File: config.mk
export PLATFORM = sky130hd
export DESIGN_NAME = spi_responder
export DESIGN_NICKNAME = d
export VERILOG_FILES = /design/src/rtl/spi_pkg.sv /design/src/rtl/spi_edge_sync.sv /design/src/rtl/spi_responder.sv
export SDC_FILE = /design/constraint.sdc
export NUM_CORES = 1
export LEC_CHECK = 0
export ABC_AREA = 1
export BUFFER_PORTS_ARGS = -buffer_cell sky130_fd_sc_hd__buf_2
export CELL_PAD_IN_SITES_DETAIL_PLACEMENT = 1
export CELL_PAD_IN_SITES_GLOBAL_PLACEMENT = 2
export CORE_UTILIZATION = 30
export CTS_BUF_LIST = sky130_fd_sc_hd__clkbuf_4 sky130_fd_sc_hd__clkbuf_8 sky130_fd_sc_hd__clkbuf_16
export DETAILED_ROUTE_END_ITERATION = 16
export PLACE_DENSITY = 0.64
export SKIP_LAST_GASP = 1
export SLEW_MARGIN = 20
export SYNTH_ARGS = -nofsm -noshare
export SYNTH_HDL_FRONTEND = slang
export SYNTH_SLANG_ARGS = --single-unit
File: constraint.sdc
create_clock -name CLK -period 1.93 [get_ports CLK]
set_input_delay 0.193 -clock CLK [delete_from_list [all_inputs] [get_ports CLK]]
set_output_delay 0.193 -clock CLK [all_outputs]
set_load 0.01 [all_outputs]
File: src/rtl/spi_pkg.sv
// Shared SPI definitions: frame states, command-byte layout and bit-count helper.
// Imported by both the responder and the initiator-side FSM.
package spi_pkg;

    typedef enum logic [2:0] {
        IDLE,
        CMD,
        WDATA,
        RDATA,
        DONE
    } spi_state_e;

    localparam logic        RW_READ    = 1'b1;
    localparam int unsigned FRAME_BITS = 8;
    localparam int unsigned RW_BIT     = 7;

    function automatic logic is_last_bit(input logic [2:0] cnt);
        return cnt == 3'(FRAME_BITS - 1);
    endfunction

endpackage

File: src/rtl/spi_edge_sync.sv
// Multi-flop synchronizer for an asynchronous pin followed by a one-flop edge detector.
// RESET_VAL sets the idle level of the pin so that reset release produces no false edge.
module spi_edge_sync #(
    parameter int unsigned SYNC_STAGES = 2,
    parameter logic        RESET_VAL   = 1'b0
) (
    input  logic clk,
    input  logic rst_n,
    input  logic d,
    output logic level,
    output logic rise,
    output logic fall
);

    logic [SYNC_STAGES-1:0] sync_q, sync_d;
    logic                   prev_q, prev_d;

    always_comb begin
        sync_d = {sync_q[SYNC_STAGES-2:0], d};
        prev_d = sync_q[SYNC_STAGES-1];
    end

    always_ff @(posedge clk or negedge rst_n) begin
        if (!rst_n) begin
            sync_q <= {SYNC_STAGES{RESET_VAL}};
            prev_q <= RESET_VAL;
        end else begin
            sync_q <= sync_d;
            prev_q <= prev_d;
        end
    end

    assign level = sync_q[SYNC_STAGES-1];
    assign rise  = level & ~prev_q;
    assign fall  = ~level & prev_q;

endmodule

File: src/rtl/spi_responder.sv
// SPI mode-0 responder: oversampled two-byte frames (R/W+address, data) that write
// or read back a 2^ADDR_W x 8 register file.
module spi_responder
    import spi_pkg::*;
#(
    parameter int unsigned ADDR_W      = 7,
    parameter int unsigned SYNC_STAGES = 2
) (
    input  logic CLK,
    input  logic RST_N,
    input  logic SCLK,
    input  logic CS,
    input  logic MOSI,
    output logic MISO,
    output logic MISO_OE
);

    localparam int unsigned DEPTH = 1 << ADDR_W;

    logic sclk_lvl, sclk_rise, sclk_fall;
    logic cs_lvl, cs_rise, cs_fall;
    logic mosi_lvl, mosi_rise, mosi_fall;

    spi_edge_sync #(.SYNC_STAGES(SYNC_STAGES), .RESET_VAL(1'b0)) u_sync_sclk (
        .clk   (CLK),
        .rst_n (RST_N),
        .d     (SCLK),
        .level (sclk_lvl),
        .rise  (sclk_rise),
        .fall  (sclk_fall)
    );

    spi_edge_sync #(.SYNC_STAGES(SYNC_STAGES), .RESET_VAL(1'b1)) u_sync_cs (
        .clk   (CLK),
        .rst_n (RST_N),
        .d     (CS),
        .level (cs_lvl),
        .rise  (cs_rise),
        .fall  (cs_fall)
    );

    spi_edge_sync #(.SYNC_STAGES(SYNC_STAGES), .RESET_VAL(1'b0)) u_sync_mosi (
        .clk   (CLK),
        .rst_n (RST_N),
        .d     (MOSI),
        .level (mosi_lvl),
        .rise  (mosi_rise),
        .fall  (mosi_fall)
    );

    logic unused_sync;
    assign unused_sync = ^{sclk_lvl, mosi_rise, mosi_fall};

    spi_state_e        state_q, state_d;
    logic [2:0]        cnt_q, cnt_d;
    logic [7:0]        shift_q, shift_d;
    logic [7:0]        shifted;
    logic              rw_q, rw_d;
    logic [ADDR_W-1:0] addr_q, addr_d;
    logic [7:0]        tx_q, tx_d;
    logic              tx_load_q, tx_load_d;
    logic              miso_q, miso_d;
    logic              mem_wr_en;
    logic [7:0]        mem_q [DEPTH];
    logic [7:0]        mem_d [DEPTH];

    always_comb begin
        state_d   = state_q;
        cnt_d     = cnt_q;
        shift_d   = shift_q;
        rw_d      = rw_q;
        addr_d    = addr_q;
        tx_d      = tx_q;
        tx_load_d = tx_load_q;
        miso_d    = miso_q;
        mem_wr_en = 1'b0;
        shifted   = {shift_q[6:0], mosi_lvl};

        // CS release outranks any SCLK edge seen in the same cycle
        if (cs_rise) begin
            state_d   = IDLE;
            cnt_d     = '0;
            shift_d   = '0;
            tx_load_d = 1'b0;
        end else begin
            unique case (state_q)
                IDLE: begin
                    cnt_d = '0;
                    if (cs_fall) begin
                        state_d = CMD;
                        shift_d = '0;
                    end
                end
                CMD: begin
                    if (sclk_rise) begin
                        shift_d = shifted;
                        cnt_d   = cnt_q + 3'd1;
                        if (is_last_bit(cnt_q)) begin
                            rw_d      = shifted[RW_BIT];
                            addr_d    = shifted[ADDR_W-1:0];
                            tx_load_d = (shifted[RW_BIT] == RW_READ);
                            state_d   = (shifted[RW_BIT] == RW_READ) ? RDATA : WDATA;
                        end
                    end
                end
                WDATA: begin
                    if (sclk_rise) begin
                        shift_d = shifted;
                        cnt_d   = cnt_q + 3'd1;
                        if (is_last_bit(cnt_q)) begin
                            mem_wr_en = 1'b1;
                            state_d   = DONE;
                        end
                    end
                end
                RDATA: begin
                    if (sclk_fall) begin
                        miso_d = tx_q[7];
                        tx_d   = {tx_q[6:0], 1'b0};
                    end
                    // The load always lands well before the first detected fall
                    if (tx_load_q) begin
                        tx_d      = mem_q[addr_q];
                        tx_load_d = 1'b0;
                    end
                    if (sclk_rise) begin
                        cnt_d = cnt_q + 3'd1;
                        if (is_last_bit(cnt_q)) begin
                            state_d = DONE;
                        end
                    end
                end
                DONE: begin
                    cnt_d = cnt_q;
                end
                default: begin
                    state_d = IDLE;
                end
            endcase
        end

        if (state_d != RDATA) begin
            miso_d = 1'b0;
        end
    end

    always_comb begin
        mem_d = mem_q;
        if (mem_wr_en) begin
            mem_d[addr_q] = shifted;
        end
    end

    always_ff @(posedge CLK or negedge RST_N) begin
        if (!RST_N) begin
            state_q   <= IDLE;
            cnt_q     <= '0;
            shift_q   <= '0;
            rw_q      <= 1'b0;
            addr_q    <= '0;
            tx_q      <= '0;
            tx_load_q <= 1'b0;
            miso_q    <= 1'b0;
            for (int unsigned i = 0; i < DEPTH; i++) begin
                mem_q[i] <= '0;
            end
        end else begin
            state_q   <= state_d;
            cnt_q     <= cnt_d;
            shift_q   <= shift_d;
            rw_q      <= rw_d;
            addr_q    <= addr_d;
            tx_q      <= tx_d;
            tx_load_q <= tx_load_d;
            miso_q    <= miso_d;
            mem_q     <= mem_d;
        end
    end

    assign MISO_OE = ~cs_lvl;
    assign MISO    = miso_q & ~cs_lvl;

endmodule

## Word level (Yosys, flattened, before mapping)

Index checks and enable logic that the tools add are counted.

- $add $sub $neg: 1
- Mux-type cells: 35
- Order comparisons: 2
- Eq/ne operators: 12
- Bitwise operators: 11
- Reductions and logical operators: 17

Operators with widths:

| kind | count |
|---|---|
| $bwmux W1024 | 1 |
| $bmux W8 S7 | 1 |
| $demux W8 S7 | 1 |
| $mux W8 | 5 |
| $mux W3 | 8 |
| $mux W7 | 3 |
| $pmux W7 S2 | 1 |
| $mux W1 | 12 |
| $pmux W3 S4 | 1 |
| $reduce_and A3 Y1 | 4 |
| $ne A3 B3 Y1 const B | 3 |
| $reduce_bool A3 Y1 | 3 |
| $ge A8 B8 Y1 const B | 1 |
| $lt A8 B1 Y1 const B | 1 |
| $not A7 Y8 | 1 |
| $eq A3 B2 Y1 const B | 2 |
| $eq A3 B3 Y1 const B | 2 |
| $ne A3 B1 Y1 const B | 2 |
| $pmux W3 S2 | 1 |
| $reduce_bool A2 Y1 | 3 |
| $and A1 B1 Y1 | 5 |
| $not A1 Y1 | 5 |
| $reduce_and A4 Y1 | 1 |
| $reduce_or A2 Y1 | 2 |
| other kinds (9) | 9 |

- Input bits: 5
- Output and inout port bits: 2
- Register bits after elaboration: 1,062

## Longest topological paths before layout

Gate-level depths: netlist (run 1).

- Word-level depth: 8
- Depth in mapped cells: 18
- Gate-level depth less buffers: 15

## Cells and area by module

Synthesis (run 1) repeated with hierarchy kept, for this count alone.

- Cell total of the unflattened synthesis: 6,389
- Area total of the unflattened synthesis: 50,382.1 sq um

Modules (own cells, without submodules):

| module | area each (sq um) | times used | cells an instance | sequential area each (sq um) |
|---|---|---|---|---|
| spi_responder | 50,108.1 | 1 | 6,368 | 26,375.3 |
| spi_edge_sync (u_sync_mosi ...) | 90.1 | 2 | 7 | 75.1 |
| spi_edge_sync (u_sync_cs) | 93.8 | 1 | 7 | 78.8 |

## Worst setup path before layout (run 1)

No wires, ideal clock.

- Path type: register -> register
- Start: register u_sync_cs.prev_q
- End: register mem_q[309] in the netlist's numbering
- Cell stages (with the launch flop): 10
- Setup time: 0.129 ns
- Path slack: -0.075 ns
- Required time: 1.801 ns
- Path buffers: 3
- Arrival: 1.876 ns
- Cells stage by stage: dfstp_2 > inv_1 > ha_1 > nor3_4 > buf_6 > buf_6 > nand4_2 > buf_2 > nand2_1 > o21ai_1

- Longest elaborated chain between the ends: 3

RTL lines:

| item | line | source |
|---|---|---|
| from (decl) | spi_edge_sync.sv:16 | `logic prev_q, prev_d;` |
| from (signal assigned) | spi_edge_sync.sv:29 | `prev_q <= prev_d;` |
| $not A1 Y1 | spi_edge_sync.sv:34 | `assign rise = level & ~prev_q;` |
| $and A1 B1 Y1 | spi_edge_sync.sv:34 |  |
| $mux W1 | spi_responder.sv:80 | `if (cs_rise) begin` |
| to (signal assigned) | spi_responder.sv:176 | `mem_q <= mem_d;` |
| to (decl) | spi_responder.sv:64 | `logic [7:0] mem_q [DEPTH];` |

No other way between the ends.
A chain may end at the register's enable or synchronous reset.

## Final worst setup path (run 1)

- Start: register addr_q[0]
- End: register tx_q[4]

- Longest elaborated chain between the ends: 5

RTL lines:

| item | line | source |
|---|---|---|
| from (decl) | spi_responder.sv:59 | `logic [ADDR_W-1:0] addr_q, addr_d;` |
| from (signal assigned) | spi_responder.sv:172 | `addr_q <= addr_d;` |
| $not A7 Y8 (not written as such) | spi_responder.sv:123 | `tx_d = mem_q[addr_q];` |
| $bmux W8 S7 | spi_responder.sv:123 |  |
| $mux W8 (not written as such) (2 in a row) | spi_responder.sv:123 |  |
| $mux W8 | spi_responder.sv:122 | `if (tx_load_q) begin` |
| to (signal assigned) | spi_responder.sv:173 | `tx_q <= tx_d;` |
| to (decl) | spi_responder.sv:60 | `logic [7:0] tx_q, tx_d;` |

No other way between the ends. The select of a mux whose other input is x is not followed.

==> summary.log, run 1 <==
INFO  outcome        outcome=finished with violations
INFO  outcome        violations=negative setup slack
INFO  floorplanning  die_area=180,000squm
INFO  worst_setup_path worstReg2RegStart=addr_q[0]
INFO  sta            max_slew_margin=54.0%
INFO  sta            min_period=2.50ns
INFO  cells_and_area layout.cells.most_common_list=2,239 x nand2_1, 1,056 x dfrtp_1, 708 x o21ai_0, 700 x inv_1, 346 x nand3_1
INFO  drt            route.antenna.remaining_nets=0
INFO  drt            first_pass_iters=5
INFO  clock_tree     clock-sinks=1,062
INFO  power_and_ir_drop power_frac_clock=52.9%
INFO  sta            setup_viol=1,036
INFO  synthesis      synth_seq_cells=1,062
INFO  floorplanning  floorplan.die.height=424um
INFO  clock_tree     clk_latency=0.78ns
INFO  cells_and_area final_layout_size_suffix_gt1_share=19.9%
INFO  worst_setup_path worst-path-max-fanout=8
INFO  worst_setup_path worst-path-stages=13
INFO  floorplanning  fp.coreArea=176,000squm
INFO  drt            post_drt_via_cell_ratio=4.79
INFO  worst_hold_path min_from=MOSI
INFO  power_and_ir_drop combPwrFrac=2.7%
INFO  floorplanning  placement_rows=154
INFO  worst_setup_path critical_path_buf_inv_count=3
INFO  drt            vias=45,700
INFO  sta            timing.clock.skew=0.0265ns
INFO  drt            drc_errors=0
INFO  cells_and_area n_fill_cell=20,600
INFO  worst_hold_path hold_class=input port to flip-flop
INFO  synthesis      async_flop_share=100%
INFO  cells_and_area finalNetCount=7,103
INFO  synthesis      synth_cells=6,799
INFO  placed_design  numPortBuffers=6
INFO  worst_setup_path reg2reg_to=tx_q[4]
INFO  cells_and_area layout.cell_area.non_filler=69,700squm
INFO  synthesis      syn_area_per_cell=7.86squm
INFO  worst_setup_path crit_required=2.59ns
INFO  worst_setup_path reg2reg_depth=13
INFO  placed_design  pre_cts_slack=-0.787ns
INFO  placed_design  placement.cell_area=59,500squm
INFO  sta            final_hold_violation_count=0
INFO  run            timing.max_cap.violations=0
INFO  power_and_ir_drop power_density_over_cell_area=722nW/um^2
INFO  power_and_ir_drop total_switching_power=11.5mW
INFO  global_routing grt_overflow=0
INFO  floorplanning  floorplan.initialDensity=30.3%
INFO  power_and_ir_drop power_switching_share=22.9%
INFO  worst_setup_path crit_path_top_delay_cell=dfrtp_4
INFO  sta            setup_repair_after_global_routing_missed_its_margin=true
INFO  worst_setup_path arrival=3.15ns
INFO  sta            layout_setup_ws=-0.566ns
INFO  worst_setup_path setup.worst_path.class=flip-flop to flip-flop
INFO  drt            drt_iter0_markers=2,738
INFO  worst_setup_path crit_path_start_kind=flip-flop
INFO  worst_setup_path critical_path_endpoint_category=flip-flop
INFO  synthesis      yosysSeqAreaShare=49.8%
INFO  clock_tree     tritoncts=yes
INFO  power_and_ir_drop power.sequential.fraction=44.4%
INFO  power_and_ir_drop p_int=38.8mW
INFO  synthesis      post-synth-top-area-fraction=49.6%
INFO  clock_tree     ctsHtreeMaxLevel=4
INFO  clock_tree     cts.path.max_buffers=3
INFO  global_routing grt_start_max_net_pins=99
INFO  synthesis      synthesis.area=53,400squm
INFO  cells_and_area leading_cell_type_in_the_layout_fill_and_taps_excluded=nand2_1
INFO  synthesis      top_post_synthesis_cells_by_area=dfrtp_1 50%, nand2_1 17%, o21ai_0 8.3%
INFO  worst_setup_path crit_path_frequent_cell=nand2_1
INFO  synthesis      yosys_warnings=0
INFO  worst_setup_path slowest_delay=0.53ns
INFO  synthesis      largest_area_contributor_in_the_synthesized_netlist=dfrtp_1
INFO  sta            hold_ws=0.0646ns
INFO  placed_design  gp_routability_congestion=0.816
INFO  cells_and_area stdcell_count=9,540
INFO  sta            drv_slew=0
INFO  worst_hold_path min_delay_path_depth=2
INFO  floorplanning  die_w=424um
INFO  drt            finalWirelength=209,000um
INFO  drt            route.detailed.wl_per_inst=21.9um
INFO  global_routing grt_pass1_vias=47,500
INFO  worst_hold_path min_to=u_sync_mosi.sync_q[0]
INFO  clock_tree     worst_setup_hold_path_clk_slew=0.06ns
INFO  sta            fmax=0.401GHz
INFO  placed_design  placed_cells=9,083
INFO  sta            worst_pin_slew=0.690ns
INFO  worst_setup_path crit_family=simple AND/OR/NAND/NOR gates
INFO  sta            setup_tns=-226.39ns
INFO  global_routing gr-usage-all-layers=23.0%
INFO  floorplanning  boundaryPins=7
INFO  placed_design  hpwl=126,000um
INFO  synthesis      synth_nets=6,809
INFO  worst_setup_path ff2ff_setup_slack=-0.57ns
INFO  global_routing number_of_antenna_violations_at_the_first_check_in_global_routing=9
INFO  synthesis      yosys_most_used_dff=dfrtp_1
INFO  sta            min_period_over_period=129%
INFO  power_and_ir_drop p_leak=32.0nW
INFO  global_routing grt_pass1_wl=314,000um
INFO  power_and_ir_drop ir_drop=0.000594V
INFO  clock_tree     tritoncts.num_buffers=136
INFO  synthesis      distinct_cell_type_count_of_the_synthesized_netlist=37
INFO  clock_tree     ctsRootBufferMaster=clkbuf_16
INFO  worst_setup_path crit_path_cells=buf_12 -> buf_16 -> buf_6 -> o211ai_1 -> nand2_1 -> nor2_4 -> nor2_1 -> nor2_1 -> nand2_2 -> nand2_4 -> nand2_1 -> o21bai_1 -> nand2_1
INFO  cells_and_area synthToLayoutAreaGrowth=30.5%
INFO  synthesis      number_of_flops_mapped_to_enable_cells_by_yosys=0
-- worst reg2reg max path: cells and delay by family (launching register included) --
family	cells	cell delay, ns
flops	1	0.53
simple gates	8	0.90
buf+inv	3	0.52
compound gates	2	0.43
-- power groups by stage --
stage	logic (mW)	registers, mW	clock network (mW)
finish	1.37	22.3	26.6
global route	1.51	22.3	28.0
CTS	1.42	22.3	27.4
detailed placement	1.40	22.7	0
global placement	1.39	22.7	0
floorplan	0.279	22.7	0
-- worst max path at each step --
| stage | startpoint | to |
|---|---|---|
| 3_3_place_gp | addr_q[0] | tx_q[4] |
| 4_1_cts | addr_q[0] | tx_q[2] |
| 2_1_floorplan | u_sync_cs.prev_q | mem_q[13] |
| 5_1_grt | addr_q[0] | tx_q[2] |
| 3_5_place_dp | addr_q[0] | tx_q[2] |
| 6_report | addr_q[0] | tx_q[4] |
-- Yosys cell counts (13+ instances only) --
master	n
buf_1	13
buf_2	193
buf_4	51
buf_6	22
clkbuf_1	190
dfrtp_1	1059
inv_1	710
nand2_1	2395
nand3_1	363
nand4_4	115
nor2_1	387
o211ai_1	65
o21ai_0	887
o21ai_1	200
or2_2	70
-- registers in the layout, summed over array words and instances (netlist names) --
name	count
addr_q	7
cnt_q	3
u_sync_mosi.sync_q	2
tx_load_q	1
shift_q	7
u_sync_cs.prev_q	1
u_sync_sclk.sync_q	2
tx_q	8
u_sync_cs.sync_q	2
state_q	3
mem_q	1024
u_sync_sclk.prev_q	1
miso_q	1
-- stage by stage --
step / power (mW) / util (%)
after floorplan: 23.0 / -
after global placement: 24.1 / 33.7
after detailed placement: 24.1 / 33.7
after CTS: 51.1 / 38.4
after global routing: 51.9 / 39.5
final: 50.3 / 39.5
-- cells by family (layout without fill, tap and decap cells) --
kind of cell	Yosys count	count (layout)	synth area share (%)
buffers and inverters	1195	1572	9.65
and+or+nand+nor	3371	3394	29.2
AOI/OAI and AO/OA	1166	1166	11.3
DFF	1062	1062	49.8
adders and majority gates	5	5	0.117
other	0	1	0
-- cell type report --
cell class                 instances  area (sq um)  area share (%)
timing repair inverter             2          25.0          0.0359
clock inverter                    31           368           0.528
antenna                            1          2.50         0.00359
timing repair buffer             605          9130            13.1
multi-input combinational       4565         23500            33.8
tap                             2340          2930            4.20
clock buffer                     213          4320            6.20
sequential                      1062         26600            38.2
inverter                         721          2790            4.00
-- what timing repair did --
| item | CTS | global route |
|---|---|---|
| hold endpoints to repair | 1014 | 0 |
| gates resized for setup | 377 | 377 |
| setup buffers | 88 | 46 |
| pin swaps | 136 | 73 |
| gates cloned | 54 | 31 |
| setup endpoints to repair | 1034 | 1044 |
| hold buffers | 5 | 0 |
-- metal layers --
metal,routed length [um],GRT usage [%]
met5,14,0
met4,4880,5.39
met1,103000,33.0
met3,6040,2.72
met2,95600,36.9
Power figures use the tool's default switching activity.
==> run 2: changes to the inputs <==
--- a/config.mk
+++ b/config.mk
@@ -12,7 +12,7 @@
 export CORE_UTILIZATION = 30
 export CTS_BUF_LIST = sky130_fd_sc_hd__clkbuf_4 sky130_fd_sc_hd__clkbuf_8 sky130_fd_sc_hd__clkbuf_16
 export DETAILED_ROUTE_END_ITERATION = 16
-export PLACE_DENSITY = 0.64
+export PLACE_DENSITY = 0.61
 export SKIP_LAST_GASP = 1
 export SLEW_MARGIN = 20
 export SYNTH_ARGS = -nofsm -noshare
==> constraint.sdc (replaced) <==
create_clock -name CLK -period 2.8 [get_ports CLK]
set_input_delay 0.28 -clock CLK [delete_from_list [all_inputs] [get_ports CLK]]
set_output_delay 0.28 -clock CLK [all_outputs]
set_load 0.01 [all_outputs]
==> summary.log, run 2 (synthesis results as in run 1) <==
INFO  sta            fmax=0.373GHz [was 0.401 GHz]
INFO  worst_hold_path hold_class=input port to async pin [was input port to flip-flop]
INFO  clock_tree     cts.path.max_buffers=3 [unchanged]
INFO  cells_and_area leading_cell_type_in_the_layout_fill_and_taps_excluded=nand2_1 [unchanged]
INFO  power_and_ir_drop combPwrFrac=2.4% [was 2.7%]
INFO  worst_setup_path critical_path_endpoint_category=flip-flop [unchanged]
INFO  power_and_ir_drop power_frac_clock=53.2% [was 52.9%]
INFO  placed_design  pre_cts_slack=0.0736ns [was -0.787 ns]
INFO  power_and_ir_drop ir_drop=0.000564V [was 0.000594 V]
INFO  drt            first_pass_iters=7 [was 5]
INFO  floorplanning  placement_rows=154 [unchanged]
INFO  drt            route.antenna.remaining_nets=0 [unchanged]
INFO  power_and_ir_drop power.sequential.fraction=44.4% [about the same]
INFO  drt            drc_errors=0 [unchanged]
INFO  drt            post_drt_via_cell_ratio=4.71 [was 4.79]
INFO  sta            setup_viol=0 [was 1,036]
INFO  worst_setup_path crit_path_start_kind=flip-flop [unchanged]
INFO  clock_tree     clk_latency=0.81ns [was 0.78 ns]
INFO  worst_setup_path crit_path_cells=inv_2 -> nor2_4 -> buf_12 -> buf_12 -> o211ai_1 -> nand2_1 -> nor2_1 -> nor2_1 -> nor2_1 -> nand2_1 -> nand2_1 -> nand2_1 -> o21bai_1 -> nand2_1 [was buf_12 -> buf_16 -> buf_6 -> o211ai_1 -> nand2_1 -> nor2_4 -> nor2_1 -> nor2_1 -> nand2_2 -> nand2_4 -> nand2_1 -> o21bai_1 -> nand2_1]
INFO  global_routing grt_pass1_vias=44,800 [was 47,500]
INFO  power_and_ir_drop p_leak=28.5nW [was 32.0 nW]
INFO  floorplanning  floorplan.initialDensity=30.3% [unchanged]
INFO  sta            timing.clock.skew=0.0325ns [was 0.0265 ns]
INFO  placed_design  hpwl=121,000um [was 126,000 um]
INFO  sta            min_period=2.68ns [was 2.50 ns]
INFO  clock_tree     clock-sinks=1,062 [unchanged]
INFO  drt            route.detailed.wl_per_inst=20.5um [was 21.9 um]
INFO  floorplanning  fp.coreArea=176,000squm [unchanged]
INFO  worst_setup_path slowest_delay=0.55ns [was 0.53 ns]
INFO  cells_and_area regMostFlops=mem_q [unchanged]
INFO  sta            layout_setup_ws=0.120ns [was -0.566 ns]
INFO  worst_setup_path setup.worst_path.class=flip-flop to flip-flop [unchanged]
INFO  worst_setup_path crit_path_top_delay_cell=dfrtp_2 [was dfrtp_4]
INFO  sta            min_period_over_period=95.7% [was 129%]
INFO  sta            final_hold_violation_count=0 [unchanged]
INFO  clock_tree     tritoncts.num_buffers=140 [was 136]
INFO  cells_and_area finalNetCount=6,740 [was 7,103]
INFO  floorplanning  die_w=424um [unchanged]
INFO  drt            finalWirelength=188,000um [was 209,000 um]
INFO  worst_setup_path arrival=3.42ns [was 3.15 ns]
INFO  worst_setup_path crit_path_frequent_cell=nand2_1 [unchanged]
INFO  global_routing grt_overflow=0 [unchanged]
INFO  cells_and_area largest_reg_flops=1,024 [unchanged]
INFO  drt            drt_iter0_markers=2,619 [was 2,738]
INFO  power_and_ir_drop power_switching_share=23.4% [was 22.9%]
INFO  cells_and_area final_layout_size_suffix_gt1_share=11.0% [was 19.9%]
INFO  global_routing number_of_antenna_violations_at_the_first_check_in_global_routing=4 [was 9]
INFO  placed_design  numPortBuffers=6 [unchanged]
INFO  cells_and_area layout.cells.most_common_list=2,395 x nand2_1, 1,056 x dfrtp_1, 887 x o21ai_0, 700 x inv_1, 384 x nor2_1 [was 2,239 x nand2_1, 1,056 x dfrtp_1, 708 x o21ai_0, 700 x inv_1, 346 x nand3_1]
INFO  floorplanning  boundaryPins=7 [unchanged]
INFO  global_routing gr-usage-all-layers=21.4% [was 23.0%]
INFO  placed_design  gp_routability_congestion=0.775 [was 0.816]
INFO  clock_tree     ctsHtreeMaxLevel=4 [unchanged]
INFO  power_and_ir_drop p_int=26.5mW [was 38.8 mW]
INFO  clock_tree     tritoncts=yes [unchanged]
INFO  cells_and_area biggestRegsByFlops=mem_q x1024, tx_q x8 [unchanged]
INFO  cells_and_area synthToLayoutAreaGrowth=15.7% [was 30.5%]
INFO  sta            worst_pin_slew=0.712ns [was 0.690 ns]
INFO  cells_and_area n_fill_cell=21,100 [was 20,600]
INFO  clock_tree     worst_setup_hold_path_clk_slew=0.06ns [about the same]
INFO  power_and_ir_drop power_density_over_cell_area=560nW/um^2 [was 722 nW/um^2]
INFO  sta            drv_slew=0 [unchanged]
INFO  floorplanning  die_area=180,000squm [unchanged]
INFO  sta            max_slew_margin=52.4% [was 54.0%]
INFO  power_and_ir_drop totalPowerFinal=34.6mW [was 50.3 mW]
INFO  outcome        outcome=finished, final reports clean [was finished with violations]
INFO  worst_setup_path crit_required=3.54ns [was 2.59 ns]
INFO  power_and_ir_drop total_switching_power=8.09mW [was 11.5 mW]
INFO  global_routing grt_start_max_net_pins=88 [was 99]
INFO  clock_tree     ctsRootBufferMaster=clkbuf_16 [unchanged]
INFO  drt            vias=43,200 [was 45,700]
INFO  floorplanning  floorplan.die.height=424um [unchanged]
INFO  global_routing grt_pass1_wl=292,000um [was 314,000 um]
INFO  run            timing.max_cap.violations=0 [unchanged]
INFO  sta            setup_repair_after_global_routing_missed_its_margin=false [was true]
INFO  worst_setup_path worst-path-max-fanout=27 [was 8]
INFO  sta            setup_tns=0ns [was -226.39 ns]
[run 2: changes by cell type in the layout (fill, tap and decap cells not counted), moves of 35 or more]
cell	previous run	this run
o21ai_0	708	887
nand2_1	2239	2395
buf_12	223	91
o21ai_1	314	200
nand2_2	99	9
buf_4	243	162
nor2_1	311	384
o21ai_2	65	0
nand2_4	65	1
nor2_2	61	0
buf_16	42	0
buf_6	35	0
[run 2: what timing repair did]
action	CTS	global route
endpoints found under the setup margin	0	1
buffers inserted	0	0
hold endpoints to repair	298	0
resized for setup	0	2
hold buffers	4	0
[run 2: cell type report]
cell class | count | area, sq um | share of cell area (%)
sequential | 1062 | 26600 | 43.0
multi-input combinational | 4542 | 21700 | 35.1
clock buffer | 209 | 4280 | 6.92
timing repair buffer | 263 | 3120 | 5.04
tap | 2340 | 2930 | 4.74
inverter | 721 | 2760 | 4.47
clock inverter | 38 | 439 | 0.710
antenna | 2 | 5.00 | 0.00810
[run 2: layer usage]
| layer | global-route usage (%) | wire (um) | up-vias |
|---|---|---|---|
| met5 | 0 | 0 | - |
| met4 | 5.87 | 4420 | 0 |
| met3 | 2.75 | 5100 | 217 |
| met2 | 33.7 | 84600 | 455 |
| met1 | 30.8 | 94100 | 21300 |
| li1 | - | - | 21200 |
[run 2: worst max-delay path: cells and delay by family (launching register included)]
family                 cells  cell delay [ns]
AO/OA/AOI/OAI              2             0.20
AND/OR/NAND/NOR            9             1.31
flip-flops                 1             0.55
buffers and inverters      3             0.54
[run 2: metrics by stage]
| step | hold WS, ns | util [%] | std cells | cell area [sq um] |
|---|---|---|---|---|
| 2_1_floorplan | -0.0156 | - | 6799 | 53400 |
| 3_3_place_gp | 0.331 | 32.3 | 8924 | 57100 |
| 3_5_place_dp | 0.285 | 32.3 | 8924 | 57100 |
| 4_1_cts | 0.0317 | 35.0 | 9175 | 61800 |
| 5_1_grt | 0.0552 | 35.0 | 9176 | 61800 |
| 6_report | 0.0717 | 35.0 | 9177 | 61800 |
[run 2: path summary, 6_finish.rpt]
| check | startpoint | slack [ns] | cells after the start | to |
|---|---|---|---|---|
| worst max-delay path | addr_q[2] | 0.12 | 14 | tx_q[6] |
| worst min-delay path | RST_N | 0.07 | 2 | mem_q[688] |
| worst max register to register | addr_q[2] | 0.12 | 14 | tx_q[6] |
| worst min register to register | u_sync_cs.sync_q[1] | 0.40 | 0 | u_sync_cs.prev_q |
| max in group asynchronous | RST_N | 1.56 | 3 | addr_q[0] |
| min in group CLK | CS | 0.13 | 2 | u_sync_cs.sync_q[0] |
[run 2: power by group through the flow]
stage	combinational, mW	clock, mW	sequential (mW)
floorplan	0.192	0	15.7
global placement	0.881	0	15.7
detailed placement	0.878	0	15.7
CTS	0.884	19.1	15.4
global route	0.938	19.6	15.4
finish	0.832	18.4	15.4
